## src/rtl/cache_control_param.sv

```systemverilog
// Cache controller FSM for the direct-mapped data cache.
// Turns CPU strobe requests into cache-array writes, memory strobes and CPU
// ready pulses. A wait-state counter times each memory access. The block
// supports write-through or write-back (with dirty-line eviction) and keeps
// saturating hit/miss statistics.
module cache_control_param #(
    parameter int WAIT_CYCLES = 4,
    parameter int CTR_W       = 8,
    parameter int WRITE_BACK  = 0,
    parameter int STAT_W      = 16
) (
    input  logic              clk,
    input  logic              reset,
    input  logic              Strobe,
    input  logic              DRW,
    input  logic              M,
    input  logic              V,
    input  logic              Dirty,
    output logic              DReady,
    output logic              W,
    output logic              DirtySet,
    output logic              MStrobe,
    output logic              MRW,
    output logic              RSel,
    output logic              WSel,
    output logic              Busy,
    output logic [STAT_W-1:0] HitCount,
    output logic [STAT_W-1:0] MissCount
);

    localparam logic [3:0] S_IDLE       = 4'd0;
    localparam logic [3:0] S_READ       = 4'd1;
    localparam logic [3:0] S_WRITE      = 4'd2;
    localparam logic [3:0] S_EVICT      = 4'd3;
    localparam logic [3:0] S_EVICT_MEM  = 4'd4;
    localparam logic [3:0] S_READ_MISS  = 4'd5;
    localparam logic [3:0] S_READ_MEM   = 4'd6;
    localparam logic [3:0] S_READ_DATA  = 4'd7;
    localparam logic [3:0] S_WRITE_MEM  = 4'd8;
    localparam logic [3:0] S_WRITE_DATA = 4'd9;
    localparam logic [3:0] S_WRITE_ALLC = 4'd10;

    // The counter is loaded with one less than the wait count so that a
    // *_MEM state spends exactly WAIT_CYCLES cycles before it sees zero.
    localparam logic [CTR_W-1:0] CTR_LOAD = CTR_W'(WAIT_CYCLES - 1);
    localparam logic             WB       = (WRITE_BACK != 0);

    logic [3:0]        state_q, state_d;
    logic [CTR_W-1:0]  cnt_q, cnt_d;
    logic [STAT_W-1:0] hit_cnt_q, miss_cnt_q;
    logic              hit_s, ctr_done_s, dirty_evict_s;
    logic              hit_inc_s, miss_inc_s;

    assign hit_s         = M & V;
    assign ctr_done_s    = (cnt_q == {CTR_W{1'b0}});
    // Only a valid dirty line needs writing back, and only in write-back mode.
    assign dirty_evict_s = WB & V & Dirty;

    assign HitCount  = hit_cnt_q;
    assign MissCount = miss_cnt_q;

    // Next-state, counter and output decode (outputs are Mealy on Hit).
    always_comb begin
        state_d    = state_q;
        cnt_d      = cnt_q;
        hit_inc_s  = 1'b0;
        miss_inc_s = 1'b0;
        DReady     = 1'b0;
        W          = 1'b0;
        DirtySet   = 1'b0;
        MStrobe    = 1'b0;
        MRW        = 1'b0;
        RSel       = 1'b0;
        WSel       = 1'b0;
        Busy       = (state_q != S_IDLE);
        case (state_q)
            S_IDLE: begin
                if (Strobe) begin
                    state_d = DRW ? S_WRITE : S_READ;
                end else begin
                    state_d = S_IDLE;
                end
            end
            S_READ: begin
                if (hit_s) begin
                    hit_inc_s = 1'b1;
                    DReady    = 1'b1;
                    state_d   = S_IDLE;
                end else begin
                    miss_inc_s = 1'b1;
                    state_d    = dirty_evict_s ? S_EVICT : S_READ_MISS;
                end
            end
            S_EVICT: begin
                MStrobe = 1'b1;
                MRW     = 1'b1;
                cnt_d   = CTR_LOAD;
                state_d = S_EVICT_MEM;
            end
            S_EVICT_MEM: begin
                if (ctr_done_s) begin
                    // A write miss resumes with allocation, a read miss with the refill.
                    state_d = (WB && DRW) ? S_WRITE_ALLC : S_READ_MISS;
                end else begin
                    cnt_d = cnt_q - CTR_W'(1);
                end
            end
            S_READ_MISS: begin
                MStrobe = 1'b1;
                cnt_d   = CTR_LOAD;
                state_d = S_READ_MEM;
            end
            S_READ_MEM: begin
                if (ctr_done_s) begin
                    state_d = S_READ_DATA;
                end else begin
                    cnt_d = cnt_q - CTR_W'(1);
                end
            end
            S_READ_DATA: begin
                W       = 1'b1;
                WSel    = 1'b1;
                RSel    = 1'b1;
                DReady  = 1'b1;
                state_d = S_IDLE;
            end
            S_WRITE: begin
                if (WB) begin
                    if (hit_s) begin
                        hit_inc_s = 1'b1;
                        W         = 1'b1;
                        DirtySet  = 1'b1;
                        DReady    = 1'b1;
                        state_d   = S_IDLE;
                    end else begin
                        miss_inc_s = 1'b1;
                        state_d    = dirty_evict_s ? S_EVICT : S_WRITE_ALLC;
                    end
                end else begin
                    // Write-through: always go to memory; update the array only on a hit.
                    hit_inc_s  = hit_s;
                    miss_inc_s = ~hit_s;
                    MStrobe    = 1'b1;
                    MRW        = 1'b1;
                    W          = hit_s;
                    cnt_d      = CTR_LOAD;
                    state_d    = S_WRITE_MEM;
                end
            end
            S_WRITE_MEM: begin
                if (ctr_done_s) begin
                    state_d = S_WRITE_DATA;
                end else begin
                    cnt_d = cnt_q - CTR_W'(1);
                end
            end
            S_WRITE_DATA: begin
                DReady  = 1'b1;
                state_d = S_IDLE;
            end
            S_WRITE_ALLC: begin
                if (WB) begin
                    W        = 1'b1;
                    DirtySet = 1'b1;
                    DReady   = 1'b1;
                end else begin
                    DReady = 1'b0;
                end
                state_d = S_IDLE;
            end
            default: begin
                state_d = S_IDLE;
            end
        endcase
    end

    // State, wait counter and saturating statistics registers.
    always_ff @(posedge clk) begin
        if (reset) begin
            state_q    <= S_IDLE;
            cnt_q      <= {CTR_W{1'b0}};
            hit_cnt_q  <= {STAT_W{1'b0}};
            miss_cnt_q <= {STAT_W{1'b0}};
        end else begin
            state_q <= state_d;
            cnt_q   <= cnt_d;
            if (hit_inc_s && (hit_cnt_q != {STAT_W{1'b1}})) begin
                hit_cnt_q <= hit_cnt_q + STAT_W'(1);
            end else begin
                hit_cnt_q <= hit_cnt_q;
            end
            if (miss_inc_s && (miss_cnt_q != {STAT_W{1'b1}})) begin
                miss_cnt_q <= miss_cnt_q + STAT_W'(1);
            end else begin
                miss_cnt_q <= miss_cnt_q;
            end
        end
    end

endmodule

```

## config.mk

```make
export PLATFORM = sky130hd
export DESIGN_NAME = cache_control_param
export DESIGN_NICKNAME = d
export VERILOG_FILES = /design/src/rtl/cache_control_param.sv
export SDC_FILE = /design/constraint.sdc
export NUM_CORES = 1
export LEC_CHECK = 0
export ABC_AREA = 1
export CAP_MARGIN = 5
export CORE_ASPECT_RATIO = 1.2
export CORE_MARGIN = 2
export CORE_UTILIZATION = 57
export DETAILED_ROUTE_END_ITERATION = 7
export GPL_TIMING_DRIVEN = 0
export HOLD_SLACK_MARGIN = 0.1
export PLACE_DENSITY = 0.89
export SKIP_CTS_REPAIR_TIMING = 1
export SYNTH_ARGS = -nofsm -noshare
export SYNTH_HDL_FRONTEND = slang
export SYNTH_SLANG_ARGS = --single-unit
```

## constraint.sdc

```tcl
create_clock -name clk -period 4.1 [get_ports clk]
set_clock_uncertainty 0.2 [all_clocks]
set_input_delay 0.41 -clock clk [delete_from_list [all_inputs] [get_ports clk]]
set_output_delay 0.41 -clock clk [all_outputs]
set_load 0.02 [all_outputs]
```

# == Word level (Yosys, flattened, before mapping) ==
# Cells that the tools add are included.
# totals
ff_bits,44
in_bits,7
# op_classes
n_addsub,3
n_eq_ne,15
muxes,18
bitwise,2
n_reduce_logical,12
# ops
operator,count
adder 16 x 1 -> 16 bit (second input constant),2
!= test 16 bit (second input constant),2
one-hot mux 4 bit (8 select lines),1
== test 4 x 3 -> 1 bit (second input constant),4
one-hot mux 8 bit (2 select lines),1
two-way mux 4 bit,3
== test 4 x 2 -> 1 bit (second input constant),2
== test 4 bit (second input constant),2
logical NOT 8 bit,1
two-way mux 8 bit,1
!= test 2 bit (second input constant),4
one-hot mux 1 bit (2 select lines),4
subtractor 8 x 1 -> 8 bit (second input constant),1
OR reduction 3 bit,2
two-way mux 1 bit,5
== test 4 x 1 -> 1 bit (second input constant),1
logical NOT 4 bit,1
two-way mux 2 bit,2
nonzero test 4 bit,1
OR reduction 2 bit,2
two-way mux 3 bit,1
AND reduction 3 bit,1
logical AND 1 bit,2
AND reduction 2 bit,1
other kinds (3),3

# == Longest topological paths before layout ==
# Gate-level depths: netlist (run 1).
# logic_depth
word_depth,4
depth_mapped,10

# == Worst setup path before layout (run 1) ==
# Ideal clock, no wire load.
# synth_path
kind,register to register
start,register hit_cnt_q[0] (netlist: HitCount[0])
end,register hit_cnt_q[0] (netlist: HitCount[0])
setup_time_ns,0.116
arrival_time_ns,1.623
path_slack_ns,2.162
path_stages_with_launch,10
n_path_buf,1
synth_period_minus_slack_ns,1.938
cell_sequence,dfxtp_1 -> ha_1 -> nand3_1 -> nor2_1 -> nand2_1 -> nand2_4 -> inv_2 -> buf_6 -> nor2_1 -> nor2_1
# synth_via
elab_chain_len,2
# synth_rtl
item,line_no,source
from (decl),50,"logic [STAT_W-1:0] hit_cnt_q, miss_cnt_q;"
from (signal assigned),182,hit_cnt_q <= {STAT_W{1'b0}};
from (signal assigned),188,hit_cnt_q <= hit_cnt_q + STAT_W'(1);
from (signal assigned),190,hit_cnt_q <= hit_cnt_q;
"parallel branches: the longest is 2 deep, another holds adder 16 x 1 -> 16 bit",--,
# Several ways; the timed one is not identified.
# A chain may end at the register's enable or synchronous reset.

# == Worst setup path in the final report (run 1) ==
# layout_path
start,input M
end,output DReady
# layout_via
elab_chain_len,3
# layout_rtl
item,line_no,source
from (decl),16,"input logic M,"
bitwise AND 1 bit,54,assign hit_s = M & V;
two-way mux 1 bit,85,if (hit_s) begin
one-hot mux 1 bit (2 select lines),76,case (state_q)
to (decl),19,"output logic DReady,"
# Every way passes these cells.

==> impl_metrics.tcl, run 1 <==
set metrics [dict create \
    period_share_pct 61.2 \
    layout-drive-gt1-share_pct 5.17 \
    die_w_um 66.7 \
    ir_drop_v 0.000274 \
    finalSetupTns_ns 0 \
    setup_viol_count_final 0 \
    start_util_pct 59.0 \
    arrival_ns 1.90 \
    drc 0 \
    maxCapViolations 0 \
    htreeDepth 2 \
    p_int_mw 0.797 \
    end_kind "output port" \
    syn_to_final_growth_pct 22.3 \
    core_mm2 0.00456 \
    tritoncts "built" \
    clkTransAtPathRegs_ns 0.09 \
    switching_share_pct 38.5 \
    yosys-top-cells-count "nand2_1, nor2_1, dfxtp_1, inv_1, a21oi_1" \
    use_met3_pct 5.38 \
    clockBufferDepth 2 \
    grt_pass1_vias 2601 \
    viasPerCell 5.31 \
    stdcell_count 542 \
    fin_util_pct 72.2 \
    netSwitchingPower_mw 0.498 \
    grt_pass1_wl_um 11000 \
    rows 27 \
    cp_cell_sequence "clkdlybuf4s50_1 -> nand2_1 -> inv_1 -> nand3_1 -> nand3_1 -> clkdlybuf4s50_1" \
    fill_cells 400 \
    hp-class "in2reg" \
    power_leakage_nw 1.28 \
    regArea_um2 881 \
    status "finished clean" \
    grtUsageTotal_pct 26.9 \
    gp_congestion 0.873 \
    reg2reg_slack_ns 2.06 \
    crit_type "in2out" \
    synth_enable_flop_cells 0 \
    final_area_mm2 0.00329 \
    portBuffers 43 \
    yosysTopAreaCell "dfxtp_1" \
    crit_path_max_incr_delay_ns 0.62 \
    drt_iter0_markers 219 \
    fin_crit_ns 2.51 \
    final_nets 495 \
    yosysSeqAreaShare_pct 32.7 \
    p_per_area_mw_per_mm2 393 \
    synth_nets 445 \
    seq_power_share_pct 38.1 \
    wirelength_um 6520 \
    drt_pass1_iterations 4 \
    antenna_found_initial 0 \
    r2r_end "HitCount[5]" \
    total_power_mw 1.29 \
    relSlewSlack_pct 59.6 \
    drtAntennaViolNets 0 \
    path_delay_family "buffers and inverters" \
    yosysMostFrequentCell "nand2_1" \
    start_kind "input port" \
    crit_required_ns 3.49 \
    wire_per_inst_um 12.0 \
    clock_sinks 44 \
    clockRootBuffer "clkbuf_8" \
    pwr-share-comb_pct 38.8 \
    dp_hpwl_um 4880 \
    synth_flop_cell "dfxtp_1" \
    worstSetupPathDepth 6 \
    ys_ff_latch 44 \
    clock.fmax_mhz 399 \
    power_frac_clock_pct 23.1 \
    clk_latency_ns 0.30 \
    critPathLaunch "M" \
    antenna_cells 0 \
    worstPathMaxFanout 3 \
    finalMaxSlewViolations 0 \
    synth_cells 434 \
    yosys-top-cells-area "dfxtp_1, nand2_1, nor2_1, a21oi_1, inv_1" \
    top_usage_layer "met2" \
    placedCellCount 535 \
    synth_top_area_share_pct 32.7 \
    synth_cell_types 30 \
    r2r_start "HitCount[0]" \
    num_vias 2876 \
    postPlaceCellArea_mm2 0.00319 \
    grt_max_degree 13 \
    final_hold_viol_count 0 \
    io_pins 47 \
    rsz0062_at_grt "no" \
    synth.avg_cell_area_um2 6.20 \
    grt_overflow 0 \
    die_y_um 79.3 \
    die_area_mm2 0.00529 \
    cp_slowest_cell "clkdlybuf4s50_1" \
    worstMarginPinSlew_ns 0.606 \
    rr_worst_depth 9 \
    worst-path-buf-inv 3 \
    crit_end "DReady" \
    multi_input_area_mm2 0.00157 \
    use_met1_pct 29.5 \
    synth_warnings 0 \
    mappedNetlistArea_mm2 0.00269 \
    met2_usage_pct 48.7 \
    ys_async_sr_fraction_pct 0 \
    numCtsBuffers 5 \
]
[power groups by stage]
stage	Clock [mW]	Sequential (mW)	Combinational, mW
2_1_floorplan	0	0.504	0.371
3_3_place_gp	0	0.501	0.491
3_5_place_dp	0	0.503	0.502
4_1_cts	0.304	0.492	0.504
5_1_grt	0.319	0.498	0.562
6_report	0.299	0.493	0.502
[final cells by class]
type | instances | share of cell area [%]
timing repair buffer | 43 | 13.1
buffer | 11 | 2.28
tap | 58 | 2.21
sequential | 44 | 26.8
multi-input combinational | 334 | 47.6
clock buffer | 7 | 2.93
inverter | 45 | 5.13
[cells by family (layout without fill, tap and decap cells)]
kind of cell,Yosys count,after routing,synth area share (%)
xor+xnor,16,16,5.21
flops,44,44,32.7
other cells,1,1,0.139
compound gates,49,49,9.62
buf+inv,56,106,9.07
simple gates,264,264,41.4
fa+ha+maj,4,4,1.86
[through the flow]
stage                     hold slack [ns]  setup slack, ns
final                               0.251             1.59
after global routing                0.277             1.52
after CTS                           0.243             1.59
after detailed placement            0.270             1.61
after global placement              0.261             1.65
after floorplan                     0.248             2.16
[sequential cells by signal, indices dropped and copies added (netlist names)]
register,flops
HitCount,16
MissCount,16
cnt_q,8
state_q,4
[per-layer routing]
| layer | part of all wire, % | vias to the layer above |
|---|---|---|
| met4 | 2.7 | 0 |
| met3 | 4.9 | 17 |
| met2 | 52 | 84 |
| li1 | - | 1473 |
| met5 | 0 | - |
| met1 | 40 | 1302 |
[placed cells by master, fill, tap and decap left out]
cell / instances
nand2_1: 148
nor2_1: 57
dfxtp_1: 44
inv_1: 44
clkdlybuf4s50_1: 43
a21oi_1: 37
nand3_1: 27
nand4_1: 13
xor2_1: 11
clkbuf_8: 7
o21ai_0: 6
xnor2_1: 5
clkbuf_1: 5
nor3_1: 5
nand2_2: 4
ha_1: 4
nor2_2: 3
buf_6: 3
nand3b_1: 3
buf_4: 3
o21ai_1: 1
nand2_4: 1
inv_2: 1
a21oi_2: 1
nor2_4: 1
o21ai_2: 1
o21bai_1: 1
o21a_1: 1
nor3b_1: 1
and3_1: 1
a31oi_1: 1
conb_1: 1
[worst min-delay path by stage]
stage | start | to | cells past startpoint
global route | reset | HitCount[7] | 2
finish | reset | HitCount[6] | 2
CTS | reset | HitCount[7] | 2
detailed placement | cnt_q[2] | cnt_q[2] | 2
floorplan | cnt_q[2] | cnt_q[2] | 2
global placement | cnt_q[2] | cnt_q[2] | 2
[worst register-to-register path: stages (launching register included)]
cell and delay, ns:
dfxtp_1 0.44, ha_1 0.29, nand3_1 0.16, nor2_1 0.22, nand2_1 0.15, nand2_4 0.12
inv_2 0.07, buf_6 0.14, nand2_1 0.06, a21oi_1 0.06
Power figures use the tool's default switching activity.
==> run 2: changes to the inputs <==
Settings changed: CORE_UTILIZATION 57 to 48, PLACE_DENSITY 0.89 to 0.81.
Clock period 4.1 ns to 2.05 ns, I/O delays scaled along.
==> impl_metrics.tcl, run 2 (synthesis gave the netlist of run 1 again) <==
set metrics [dict create \
    status "finished clean" \
    clock.fmax_mhz 510 \
    fill_cells 523 \
    antenna_cells 0 \
    drt_pass1_iterations 5 \
    r2r_start "MissCount[0]" \
    ir_drop_v 0.000646 \
    power_frac_clock_pct 21.2 \
    layout_commonest_cell "nand2_1" \
    clk_latency_ns 0.30 \
    clkTransAtPathRegs_ns 0.09 \
    grt_pass1_vias 2569 \
    switching_share_pct 40.1 \
    grtUsageTotal_pct 22.0 \
    worstPathMaxFanout 6 \
    period_share_pct 95.6 \
    seq_power_share_pct 38.6 \
    hp-class "reg2reg" \
    clock_sinks 44 \
    worst-path-buf-inv 1 \
    layout-drive-gt1-share_pct 6.58 \
    io_pins 47 \
    relSlewSlack_pct 60.6 \
    drtAntennaViolNets 0 \
    end_kind "output port" \
    power_leakage_nw 1.39 \
    grt_max_degree 15 \
    clockBufferDepth 2 \
    final_cell_mix "nand2_1, nor2_1, inv_1, dfxtp_1" \
    setup_viol_count_final 0 \
    grt_overflow 0 \
    final_nets 496 \
    critPathLaunch "state_q[2]" \
    rsz0062_at_grt "no" \
    crit_path_max_incr_delay_ns 0.61 \
    p_int_mw 1.54 \
    p_per_area_mw_per_mm2 769 \
    netSwitchingPower_mw 1.03 \
    path_delay_family "buffers and inverters" \
    rows 29 \
    grt_pass1_wl_um 11100 \
    num_vias 2874 \
    die_area_mm2 0.00622 \
    antenna_found_initial 0 \
    drt_iter0_markers 166 \
    finalMaxSlewViolations 0 \
    maxCapViolations 0 \
    crit_required_ns 1.64 \
    arrival_ns 1.56 \
    multi_input_area_mm2 0.00160 \
    viasPerCell 5.24 \
    wire_per_inst_um 12.0 \
    min_from "cnt_q[2]" \
    pwr-share-comb_pct 40.3 \
    finalSetupTns_ns 0 \
    numCtsBuffers 5 \
    syn_to_final_growth_pct 24.2 \
    gp_congestion 0.884 \
    die_y_um 86.0 \
    cp_slowest_cell "clkdlybuf4s50_1" \
    worstMarginPinSlew_ns 0.591 \
    core_mm2 0.00533 \
    portBuffers 43 \
    start_kind "flip-flop" \
    die_w_um 72.4 \
    start_util_pct 50.5 \
    drc 0 \
    final_hold_viol_count 0 \
    fin_crit_ns 1.96 \
    cp_cell_sequence "nor2_4 -> nand2_1 -> clkdlybuf4s50_1" \
    wirelength_um 6560 \
    clockRootBuffer "clkbuf_8" \
    regArea_um2 882 \
    total_power_mw 2.57 \
    htreeDepth 2 \
    dp_hpwl_um 4980 \
    crit_type "reg2out" \
    tritoncts "built" \
]
## run 2: tightest hold or removal path, delay by kind of cell (launching register included)
family	cells	cell delay, ns
DFF	1	0.34
and+or+nand+nor	1	0.07
AOI/OAI and AO/OA	1	0.05
## run 2: routing by layer
layer  track usage (%)  share of wire, %  up-vias
met1              25.5                41     1301
li1                  -                 -     1477
met2              39.6                52       85
met4              8.75               1.7        0
met3              3.53               5.4       11
met5                 0                 0        -
## run 2: final timing paths
path                                     end  slack, ns  cells after the start
worst max-delay path                    Busy       0.09                      3
worst min-delay path                cnt_q[2]       0.29                      2
worst max register to register  MissCount[0]       0.17                      9
worst min register to register      cnt_q[2]       0.29                      2
## run 2: layout make-up
class                      count  area share [%]
multi-input combinational    334            47.8
sequential                    44            26.4
timing repair buffer          44            13.6
inverter                      45            5.05
tap                           62            2.32
buffer                        11            2.25
clock buffer                   5            2.06
clock inverter                 3           0.561
## run 2: stage by stage
step	hold WS (ns)	cells	utilization (%)	area (um2)	setup WS, ns
finish	0.288	548	62.7	3340	0.0899
global route	0.312	548	62.7	3340	0.0137
CTS	0.0306	547	61.6	3290	-0.219
detailed placement	0.278	539	60.0	3200	-0.0431
global placement	0.264	539	60.0	3200	-0.00214
floorplan	0.172	434	-	2690	0.112
## run 2: power by group through the flow
stage,Sequential (mW),Combinational [mW],Clock [mW]
after floorplan,1.01,0.741,0
after CTS,0.987,1.01,0.560
after global routing,1.00,1.16,0.580
after detailed placement,1.01,1.01,0
after global placement,1.00,0.987,0
final,0.992,1.04,0.544
==> run 3: changes to the inputs <==
Settings changed: ABC_AREA 1 to default, CORE_UTILIZATION 48 to 46, PLACE_DENSITY 0.81 to 0.8, SETUP_SLACK_MARGIN from default to 0.15, SKIP_LAST_GASP from default to 1.
==> impl_metrics.tcl, run 3 <==
set metrics [dict create \
    clk_latency_ns 0.31 \
    crit_path_max_incr_delay_ns 0.37 \
    start_kind "flip-flop" \
    status "finished with violations" \
    ir_drop_v 0.000665 \
    grtUsageTotal_pct 19.6 \
    grt_overflow 0 \
    htreeDepth 2 \
    yosysMostFrequentCell "nor2_1" \
    yosysTopAreaCell "dfxtp_1" \
    worstMarginPinSlew_ns 0.554 \
    power_leakage_nw 1.27 \
    synth.avg_cell_area_um2 8.12 \
    path_delay_family "simple AND/OR/NAND/NOR gates" \
    portBuffers 44 \
    synth_cell_types 42 \
    synth_enable_flop_cells 0 \
    end_kind "flip-flop" \
    grt_pass1_vias 2066 \
    crit_type "reg2reg" \
    final_hold_viol_count 0 \
    synth_nets 297 \
    reg2reg_slack_ns -0.02 \
    num_vias 2520 \
    syn_to_final_growth_pct 51.6 \
    synth_warnings 0 \
    layout-drive-gt1-share_pct 26.5 \
    grt_max_degree 14 \
    grt_pass1_wl_um 8630 \
    drtAntennaViolNets 0 \
    violations "negative setup slack" \
    gp_congestion 0.811 \
    hp-class "in2reg" \
    dp_hpwl_um 3750 \
    wire_per_inst_um 16.3 \
    worst-path-buf-inv 2 \
    arrival_ns 2.10 \
    hold_ws_ns 0.295 \
    wirelength_um 6930 \
    clock.fmax_mhz 483 \
    mappedNetlistArea_mm2 0.00232 \
    synth_top_area_share_pct 37.9 \
    die_w_um 68.9 \
    crit_required_ns 2.08 \
    synth_cells 286 \
    finalMaxSlewViolations 0 \
    ys_ff_latch 44 \
    final_nets 376 \
    die_y_um 81.8 \
    timing.critical_path.mode_cell "buf_4" \
    clockBufferDepth 2 \
    relSlewSlack_pct 63.1 \
    antenna_found_initial 0 \
    yosys-top-cells-area "dfxtp_1, xnor2_1, nor2_1, nor4_1, nand4_1" \
    clkTransAtPathRegs_ns 0.09 \
    maxCapViolations 0 \
    rsz0062_at_grt "yes" \
    clockRootBuffer "clkbuf_8" \
    ys_async_sr_fraction_pct 0 \
    fin_crit_ns 2.07 \
    worstPathMaxFanout 7 \
    antenna_cells 0 \
    p_per_area_mw_per_mm2 805 \
    setup_viol_count_final 1 \
    yosysSeqAreaShare_pct 37.9 \
    core_mm2 0.00490 \
    rows 28 \
    drc 0 \
    cp_cell_sequence "and4bb_4 -> buf_4 -> nand4_1 -> buf_4 -> nor3_1 -> nor2_1 -> a211oi_1" \
    final_cell_mix "nor2_1, clkdlybuf4s50_1, dfxtp_1, buf_4, xnor2_1" \
    numCtsBuffers 5 \
    clock_sinks 44 \
    viasPerCell 5.92 \
    fin_ws_ns -0.0209 \
    synth_flop_cell "dfxtp_1" \
    fill_cells 357 \
    yosys-top-cells-count "nor2_1, dfxtp_1, xnor2_1" \
    cp_slowest_cell "dfxtp_2" \
    finalSetupTns_ns -0.0209 \
    io_pins 47 \
    period_share_pct 101 \
    layout_commonest_cell "nor2_1" \
    start_util_pct 47.3 \
    drt_pass1_iterations 4 \
    tritoncts "built" \
    drt_iter0_markers 189 \
    fin_util_pct 71.8 \
    die_area_mm2 0.00563 \
]
run 3: worst min-delay path, stage by stage:
cell and delay, ns:
dlymetal6s2s_1 0.19, nand3_1 0.11, a21oi_1 0.18, nor4_1 0.07
run 3: cell type report:
type	instances	area, um2	area share, %
Sequential cell	44	911	25.9
Clock inverter	2	35.0	0.995
Tap cell	60	75.1	2.13
Multi-Input combinational cell	224	1660	47.1
Clock buffer	6	72.6	2.06
Timing Repair Buffer	72	661	18.8
Inverter	6	22.5	0.640
Buffer	12	86.3	2.45
run 3: final timing paths:
check	start	endpoint	cells after the start
hold reg to reg	HitCount[6]	HitCount[6]	1
setup reg to reg	state_q[2]	HitCount[14]	7
setup / recovery	state_q[2]	HitCount[14]	7
hold / removal	M	state_q[2]	4
run 3: cells by family (layout without fill, tap and decap cells):
group                      Yosys count  after routing  synth area share [%]
adders and majority gates            4              4                  2.16
other                                1              1                 0.161
xor gates and xnor gates            32             32                  12.4
and+or+nand+nor                    153            153                  34.3
muxes                                1              1                 0.431
DFF                                 44             44                  37.9
buffers and inverters               18             98                  3.29
AOI/OAI and AO/OA                   33             33                  9.32
run 3: power by group:
part | switching [mW] | total (mW) | internal (mW) | leakage, nW
registers | 0.0999 | 1.04 | 0.936 | 0.363
logic | 0.610 | 1.13 | 0.516 | 0.848
clock network | 0.311 | 0.673 | 0.362 | 0.0552
run 3: metal layers:
metal / GRT usage (%) / routed length [um] / vias to the layer above
met5: 0 / 0 / -
met4: 6.86 / 127 / 0
met3: 4.93 / 321 / 16
met2: 32.6 / 3650 / 91
met1: 24.3 / 2840 / 1227
li1: - / - / 1186
run 3: stage by stage:
stage | power, mW | setup slack, ns | instances | cell area, um2
global placement | 1.78 | -0.501 | 390 | 2860
CTS | 2.45 | -0.605 | 398 | 2970
detailed placement | 1.80 | -0.521 | 390 | 2860
global route | 2.99 | -0.146 | 426 | 3520
finish | 2.83 | -0.0209 | 426 | 3520
floorplan | 1.59 | -0.00350 | 286 | 2350
